## config.mk

```make
export PLATFORM = sky130hd
export DESIGN_NAME = muldiv_seq
export DESIGN_NICKNAME = d
export VERILOG_FILES = /design/src/rtl/muldiv_pkg.sv /design/src/rtl/muldiv_seq_booth.sv /design/src/rtl/muldiv_seq.sv
export SDC_FILE = /design/constraint.sdc
export NUM_CORES = 1
export LEC_CHECK = 0
export BUFFER_PORTS_ARGS = -buffer_cell sky130_fd_sc_hd__buf_2
export CAP_MARGIN = 20
export CELL_PAD_IN_SITES_DETAIL_PLACEMENT = 0
export CELL_PAD_IN_SITES_GLOBAL_PLACEMENT = 1
export CORE_UTILIZATION = 42
export DETAILED_ROUTE_END_ITERATION = 12
export GPL_TIMING_DRIVEN = 1
export PLACE_DENSITY_LB_ADDON = 0.1
export REMOVE_ABC_BUFFERS = 1
export SYNTH_ARGS = -nofsm -noshare
export SYNTH_HDL_FRONTEND = slang
export SYNTH_HIERARCHICAL = 1
export SYNTH_SLANG_ARGS = --single-unit
```

## constraint.sdc

```tcl
create_clock -name clock -period 8.4 [get_ports clock]
set_input_delay 1.68 -clock clock [delete_from_list [all_inputs] [get_ports clock]]
set_output_delay 1.68 -clock clock [all_outputs]
set_load 0.02 [all_outputs]
```

## src/rtl/muldiv_pkg.sv

```systemverilog
// Shared definitions for the sequential multiply/divide unit: op codes, FSM states,
// iteration counts and a conditional-negate helper.
package muldiv_pkg;

  localparam int MUL_ITERS = 16;
  localparam int DIV_ITERS = 32;

  localparam logic [1:0] OP_MUL = 2'b00;
  localparam logic [1:0] OP_DIV = 2'b01;

  typedef enum logic [2:0] {
    ST_IDLE = 3'd0,
    ST_MUL  = 3'd1,
    ST_DIV  = 3'd2,
    ST_FIX  = 3'd3,
    ST_DONE = 3'd4
  } state_t;

  function automatic logic [31:0] cond_neg(input logic [31:0] v, input logic neg);
    return neg ? (~v + 32'd1) : v;
  endfunction

endpackage

```

## src/rtl/muldiv_seq_booth.sv

```systemverilog
// Radix-4 Booth recoding stage: maps three multiplier bits onto a signed partial
// product of 0, +/-M or +/-2M.
module booth_r4_step #(
  parameter int W = 64
) (
  input  logic [2:0]   i_bits,
  input  logic [W-1:0] i_mcand,
  output logic [W-1:0] o_pp
);

  // Booth digit selection
  always_comb begin
    o_pp = {W{1'b0}};
    case (i_bits)
      3'b001, 3'b010: o_pp = i_mcand;
      3'b011:         o_pp = i_mcand << 1;
      3'b100:         o_pp = ~(i_mcand << 1) + {{(W-1){1'b0}}, 1'b1};
      3'b101, 3'b110: o_pp = ~i_mcand + {{(W-1){1'b0}}, 1'b1};
      default:        o_pp = {W{1'b0}};
    endcase
  end

endmodule

```

## src/rtl/muldiv_seq.sv

```systemverilog
// Sequential signed multiplier (radix-4 Booth) and optional restoring divider.
// The divider is built only when MULDIV_SEQ_DIV_EN is defined; otherwise op=01 is reserved.
module muldiv_seq
  import muldiv_pkg::*;
#(
  parameter int WIDTH = 32
) (
  input  logic             clock,
  input  logic             clear,
  input  logic             start,
  input  logic [1:0]       op,
  input  logic [WIDTH-1:0] RA,
  input  logic [WIDTH-1:0] RB,
  output logic             busy,
  output logic             done,
  output logic [WIDTH-1:0] hi,
  output logic [WIDTH-1:0] lo,
  output logic             div_by_zero
);

  state_t      r_state;
  logic [5:0]  r_cnt;
  logic        r_busy;
  logic        r_done;
  logic [31:0] r_hi;
  logic [31:0] r_lo;
  logic [63:0] r_mcand;
  logic [32:0] r_mplr;
  logic [63:0] r_acc;
  logic [63:0] w_pp;
  logic [63:0] w_acc_nxt;

  booth_r4_step #(.W(64)) u_booth (
    .i_bits  (r_mplr[2:0]),
    .i_mcand (r_mcand),
    .o_pp    (w_pp)
  );

  assign w_acc_nxt = r_acc + w_pp;

`ifdef MULDIV_SEQ_DIV_EN
  logic [31:0] r_rem;
  logic [31:0] r_quo;
  logic [31:0] r_dvsr;
  logic        r_neg_q;
  logic        r_neg_r;
  logic        r_dbz;
  logic [32:0] w_rem_sh;
  logic [32:0] w_diff;
  logic        w_qbit;

  // Partial remainder stays below the divisor, so 33 bits hold the trial subtraction.
  assign w_rem_sh    = {r_rem, r_quo[31]};
  assign w_diff      = w_rem_sh - {1'b0, r_dvsr};
  assign w_qbit      = ~w_diff[32];
  assign div_by_zero = r_dbz;
`else
  assign div_by_zero = 1'b0;
`endif

  assign busy = r_busy;
  assign done = r_done;
  assign hi   = r_hi;
  assign lo   = r_lo;

  // Control FSM and datapath; results are written only on the edge entering DONE
  always_ff @(posedge clock or posedge clear) begin
    if (clear) begin
      r_state <= ST_IDLE;
      r_cnt   <= 6'd0;
      r_busy  <= 1'b0;
      r_done  <= 1'b0;
      r_hi    <= 32'd0;
      r_lo    <= 32'd0;
      r_mcand <= 64'd0;
      r_mplr  <= 33'd0;
      r_acc   <= 64'd0;
`ifdef MULDIV_SEQ_DIV_EN
      r_rem   <= 32'd0;
      r_quo   <= 32'd0;
      r_dvsr  <= 32'd0;
      r_neg_q <= 1'b0;
      r_neg_r <= 1'b0;
      r_dbz   <= 1'b0;
`endif
    end else begin
      case (r_state)
        ST_IDLE: begin
          r_done <= 1'b0;
          r_busy <= 1'b0;
          if (start) begin
            r_busy <= 1'b1;
            r_cnt  <= 6'd0;
            if (op == OP_MUL) begin
              r_mcand <= {{32{RA[31]}}, RA};
              r_mplr  <= {RB, 1'b0};
              r_acc   <= 64'd0;
              r_state <= ST_MUL;
`ifdef MULDIV_SEQ_DIV_EN
            end else if ((op == OP_DIV) && (RB == 32'd0)) begin
              r_hi    <= RA;
              r_lo    <= 32'hFFFF_FFFF;
              r_dbz   <= 1'b1;
              r_done  <= 1'b1;
              r_state <= ST_DONE;
            end else if (op == OP_DIV) begin
              r_rem   <= 32'd0;
              r_quo   <= cond_neg(RA, RA[31]);
              r_dvsr  <= cond_neg(RB, RB[31]);
              r_neg_q <= RA[31] ^ RB[31];
              r_neg_r <= RA[31];
              r_state <= ST_DIV;
`endif
            end else begin
              r_done  <= 1'b1;
              r_state <= ST_DONE;
            end
          end else begin
            r_state <= ST_IDLE;
          end
        end
        ST_MUL: begin
          r_acc   <= w_acc_nxt;
          r_mcand <= r_mcand << 2;
          r_mplr  <= {{2{r_mplr[32]}}, r_mplr[32:2]};
          if (r_cnt == 6'(MUL_ITERS - 1)) begin
            r_hi    <= w_acc_nxt[63:32];
            r_lo    <= w_acc_nxt[31:0];
            r_cnt   <= 6'd0;
            r_done  <= 1'b1;
            r_state <= ST_DONE;
          end else begin
            r_cnt <= r_cnt + 6'd1;
          end
        end
`ifdef MULDIV_SEQ_DIV_EN
        ST_DIV: begin
          r_rem <= w_qbit ? w_diff[31:0] : w_rem_sh[31:0];
          r_quo <= {r_quo[30:0], w_qbit};
          if (r_cnt == 6'(DIV_ITERS - 1)) begin
            r_cnt   <= 6'd0;
            r_state <= ST_FIX;
          end else begin
            r_cnt <= r_cnt + 6'd1;
          end
        end
        ST_FIX: begin
          r_lo    <= cond_neg(r_quo, r_neg_q);
          r_hi    <= cond_neg(r_rem, r_neg_r);
          r_dbz   <= 1'b0;
          r_done  <= 1'b1;
          r_state <= ST_DONE;
        end
`endif
        ST_DONE: begin
          r_busy  <= 1'b0;
          r_done  <= 1'b0;
          r_state <= ST_IDLE;
        end
        default: begin
          r_busy  <= 1'b0;
          r_done  <= 1'b0;
          r_cnt   <= 6'd0;
          r_state <= ST_IDLE;
        end
      endcase
    end
  end

endmodule

```

**After elaboration in Yosys (flattened, before gate mapping)**

Cells that the tools add are included.

- Add/subtract/negate cells: 4
- Equal/unequal tests: 12
- Muxes and demuxes: 23
- Bitwise gates (word level): 4
- Reductions and logical operators: 9

Operators by type and width:

| kind | count |
|---|---|
| 2-to-1 mux 64 bit | 4 |
| one-hot mux 64 bit (2 select lines) | 2 |
| one-hot mux 64 bit (4 select lines) | 1 |
| adder 64 x 1 -> 64 bit (second input constant) | 2 |
| NOT 64 bit | 2 |
| 2-to-1 mux 33 bit | 2 |
| one-hot mux 33 bit (2 select lines) | 1 |
| adder 64 bit | 1 |
| one-hot mux 6 bit (3 select lines) | 1 |
| == test 3 bit (second input constant) | 4 |
| 2-to-1 mux 6 bit | 2 |
| 2-to-1 mux 3 bit | 3 |
| adder 6 x 1 -> 6 bit (second input constant) | 1 |
| == test 3 x 1 -> 1 bit (second input constant) | 2 |
| == test 3 x 2 -> 1 bit (second input constant) | 2 |
| == test 6 x 4 -> 1 bit (second input constant) | 1 |
| != test 2 bit (second input constant) | 3 |
| one-hot mux 3 bit (2 select lines) | 1 |
| 2-to-1 mux 1 bit | 4 |
| one-hot mux 1 bit (2 select lines) | 2 |
| AND reduction 2 bit | 2 |
| AND reduction 4 bit | 1 |
| OR reduction 2 bit | 2 |
| logical NOT 3 bit | 1 |
| other kinds (4) | 5 |

- Register bits: 236
- Input bits: 69
- Output and inout port bits: 67
- Word-level logic and storage cells: 62

**Longest topological paths before layout**

- Word-level depth: 5
- Mapped depth: 21
- Mapped depth without buffers: 19

**By module**

The synthesis kept the hierarchy.

By module, submodules not included:

| module | times used | cells an instance | area each (µm²) | sequential area each (µm²) |
|---|---|---|---|---|
| muldiv_seq | 1 | 1,519 | 13,240.2 | 5,855.6 |
| booth_r4_step | 1 | 632 | 3,814.9 | 0.0 |

**Least setup slack after synthesis**

Ideal clock, no wire load.

- Kind: register to register
- Start: register r_mcand[0]
- End: register r_hi[31] (netlist: hi[31])
- Library setup time: 0.125 ns
- Arrival: 4.691 ns
- Required time: 8.275 ns
- Slack: 3.584 ns
- Stages on the path, launching flop included: 21
- Buffers on the path: 1
- Clock period less this slack: 4.816 ns
- Path through: dfrtp_1 > inv_1 > ha_1 > nor3b_1 > nand3_1 > nor4_2 > nor4b_1 > nand2b_1 > xor2_1 > o21ai_0 > ha_1 > clkbuf_1 > nand4_1 > nor2_1 > nand2_1 > nor2_1 > o211ai_1 > a2111oi_2 > nor3_1 > xnor3_1 > mux2_2

- Cells in the longest elaborated chain, start to end: 4
- Elaborated cells between the ends (all ways): 6
- Classes of those cells: add/sub: 3; mux: 1; bitwise: 2

RTL lines:

| item | RTL line | RTL |
|---|---|---|
| start, declared | muldiv_seq.sv:27 | `logic [63:0] r_mcand;` |
| start signal, assigned | muldiv_seq.sv:95 | `r_mcand <= {{32{RA[31]}}, RA};` |
| start signal, assigned | muldiv_seq.sv:124 | `r_mcand <= r_mcand << 2;` |
| NOT 64 bit (on tied branches) | muldiv_seq_booth.sv:18, muldiv_seq_booth.sv:17 |  |
| adder 64 x 1 -> 64 bit (on tied branches) | muldiv_seq_booth.sv:18, muldiv_seq_booth.sv:17 |  |
| one-hot mux 64 bit (4 select lines) (*) | muldiv_seq_booth.sv:14 | `case (i_bits)` |
| net w_pp[40] | muldiv_seq.sv:30 | `logic [63:0] w_pp;` |
| adder 64 bit (*) | muldiv_seq.sv:39 | `assign w_acc_nxt = r_acc + w_pp;` |
| end signal, assigned | muldiv_seq.sv:127 | `r_hi <= w_acc_nxt[63:32];` |
| end, declared | muldiv_seq.sv:25 | `logic [31:0] r_hi;` |

The timed path passes the listed nets; every way through them passes the cells marked *.
A chain may end at the register's enable or synchronous reset.

**Worst setup path in the final report**

- Start: register r_mcand[1]
- End: register r_hi[27] (netlist: hi[27])

Same word-level chain as after synthesis.

==> results_dict.tcl <==
set metrics [dict create \
    syn2layout_area_growth_pct 11.6 \
    fin_cells 2728 \
    worst_pin_slew_ns 1.11 \
    finClkSkew_ns 0.0202 \
    synth.distinct_cells 93 \
    ys.flop_type "dfrtp_1" \
    routedWlPerCell_microns 21.1 \
    path_clk_slew_ns 0.06 \
    drv_cap 0 \
    startpoint_type "flop" \
    wl_mm 57.5 \
    final_nets 2315 \
    cp-end-kind "flop" \
    fp-row-count 73 \
    clk_path_buf_depth 3 \
    worstHoldPathType "reg2reg" \
    drv_slew 0 \
    timing.rr.start "r_mcand[1]$_DFFE_PP0P_" \
    finalCritPeriodShare_pct 77.8 \
    path_max_fanout 8 \
    portBuffers 134 \
    synth_area_leaders "dfrtp_1, nand2_1, o21ai_0" \
    cts-root-buf "clkbuf_16" \
    synth_top_area_cell "dfrtp_1" \
    hold_viol 0 \
    grt_pass1_wl_mm 90.5 \
    max_stage_delay_ns 0.82 \
    cp.arrival_ns 7.00 \
    grt_use_met1_pct 40.3 \
    die_h_microns 204 \
    postCtsHoldBufs 0 \
    cp.depth 19 \
    slew_headroom_pct 26.2 \
    antenna_found_initial 2 \
    track_usage_pct 27.7 \
    placed_cells 2673 \
    final_common_cell "nand2_1" \
    grt_use_met3_pct 4.01 \
    synthCells 2151 \
    dieWidth_microns 204 \
    cts_buffers 29 \
    drt-initial-drc-count 1105 \
    yosys_warnings 6 \
    cp-startpoint "r_mcand[1]$_DFFE_PP0P_" \
    rsz0062_at_grt "false" \
    io_pins 136 \
    clock_sinks 234 \
    setup_tns_ns 0 \
    async_reset_ff_share_pct 100 \
    grt_max_degree 136 \
    start_util_pct 42.7 \
    mostFrequentLayoutCells "nand2_1, dfrtp_1, o21ai_0, nor2_1, a21oi_1" \
    ant_nets 0 \
    final-setup-viol-count 0 \
    cts.repair.resized 0 \
    cts-htree-levels 1 \
    layout-drive-gt1-share_pct 12.8 \
    cp_slowest_cell "nor4_2" \
    rrSetupSlack_ns 1.86 \
    ys_seq_elements 234 \
    grt.busiest_layer "met2" \
    hpwl_mm 40.2 \
    gp_congestion 0.953 \
    path_cells "inv_1 > ha_1 > nor3b_1 > nand3_1 > nor4_2 > nor4b_1 > nand2b_1 > xor2_1 > o21ai_0 > ha_1 > a21oi_1 > o21a_1 > o221ai_1 > nor3_1 > o21a_1 > a21oi_1 > o21bai_1 > a2111o_1 > nand3_1" \
    outcome "complete, no violations" \
    utilization_pct 47.7 \
    clk_latency_ns 0.59 \
    dr_total_vias 16400 \
    drt-vias-per-instance 6.00 \
    postCtsSetupRepairBufs 0 \
    synth_area_sq_um 17100 \
    drc_errors 0 \
    critical-path-top-delay-family "simple AND/OR/NAND/NOR gates" \
    core_area_sq_um 39900 \
    synth_edf_count 0 \
    cts_tree "built" \
    grt_use_met2_pct 42.2 \
    ys_seq_area_share_pct 34.3 \
    reg2regPathDepth 19 \
    grt_pass1_vias 15600 \
    maxClockFrequency_ghz 0.153 \
    timing.rr.end "hi[27]$_DFFE_PP0P_" \
    netlist.area_leader.share_pct 34.3 \
    grt.overflow.total 0 \
    die_area_sq_um 41400 \
    critPathBufInv 1 \
    fin_crit_ns 6.54 \
    crit_type "reg2reg" \
    timing.hold.ws_ns 0.466 \
    cp-endpoint "hi[27]$_DFFE_PP0P_" \
    required_ns 8.86 \
    synth_area_per_cell_sq_um 7.93 \
    drtPass1Iterations 5 \
]
[per-layer routing]
layer  wire, microns  share of wire [%]
met4            1680                2.9
met5              10              0.017
met3            2920                5.1
met1           27800                 48
met2           25100                 44
[sequential cells by signal, summed over array words and instances, names as in the netlist]
| register | count |
|---|---|
| r_state | 2 |
| r_acc | 64 |
| hi | 32 |
| r_mplr | 33 |
| lo | 32 |
| r_cnt | 6 |
| r_mcand | 64 |
| busy | 1 |
[layout make-up]
| type | instances | area [sq um] |
|---|---|---|
| fillers | 4000 | 20900 |
| multi-input cells | 1729 | 10500 |
| flip-flops and latches | 234 | 5860 |
| clock buffers | 43 | 878 |
| repair buffers | 161 | 873 |
| well taps | 525 | 657 |
| clock inverters | 11 | 153 |
| inverters | 24 | 97.6 |
| diodes | 1 | 2.50 |
[cell usage after synthesis (9+ instances only)]
cell / n
and3_1: 11
inv_1: 23
clkbuf_1: 137
buf_2: 16
ha_1: 66
mux2i_1: 14
a21oi_1: 147
nor4_1: 21
or3_1: 20
xnor2_1: 62
dfrtp_1: 234
o31ai_1: 14
nor3_1: 38
o21ai_0: 178
nor2_1: 173
o21a_1: 11
a21o_1: 33
nand4_1: 47
o211ai_1: 10
or4_1: 20
a22oi_1: 28
mux2_2: 21
xor2_1: 60
nand3_1: 46
nand2b_1: 11
o21bai_1: 14
a31oi_1: 74
and2_1: 9
nand2_1: 411
buf_1: 10
a22o_1: 43
[worst reg2reg max path, cell delays in order, from the launching register on]
cell	delay (ns)
dfrtp_1	0.45
inv_1	0.13
ha_1	0.23
nor3b_1	0.67
nand3_1	0.46
nor4_2	0.82
nor4b_1	0.46
nand2b_1	0.18
xor2_1	0.15
o21ai_0	0.13
ha_1	0.44
a21oi_1	0.25
o21a_1	0.30
o221ai_1	0.16
nor3_1	0.21
o21a_1	0.31
a21oi_1	0.14
o21bai_1	0.60
a2111o_1	0.25
nand3_1	0.07
[how the worst min path moves through the flow]
stage / cells after the start / slack (ns) / to / from
finish: 2 / 0.47 / hi[6]$_DFFE_PP0P_ / hi[6]$_DFFE_PP0P_
global route: 2 / 0.48 / hi[13]$_DFFE_PP0P_ / hi[13]$_DFFE_PP0P_
CTS: 2 / 0.47 / hi[15]$_DFFE_PP0P_ / hi[15]$_DFFE_PP0P_
detailed placement: 2 / 0.46 / hi[13]$_DFFE_PP0P_ / hi[13]$_DFFE_PP0P_
global placement: 2 / 0.45 / lo[13]$_DFFE_PP0P_ / lo[13]$_DFFE_PP0P_
floorplan: 2 / 0.46 / r_acc[19]$_DFFE_PP0P_ / r_acc[19]$_DFFE_PP0P_
[cells by family after synthesis]
kind of cell	Yosys count	share of synthesized area (%)
adders and majority gates	67	4.96
and+or+nand+nor	855	23.4
muxes	35	2.21
buffers and inverters	188	4.28
DFF	234	34.3
AOI/OAI and AO/OA	648	24.4
xor gates and xnor gates	123	6.40
other	1	0.0220
[metrics by stage]
step	setup WS (ns)	area, sq um
3_3_place_gp	2.31	18000
6_report	1.86	19000
5_1_grt	1.49	19000
2_1_floorplan	0.302	16400
4_1_cts	2.05	19000
3_5_place_dp	2.11	18000
Power is not shown: default switching activity piles up to over one toggle a cycle in this logic, so the estimate is an artifact.
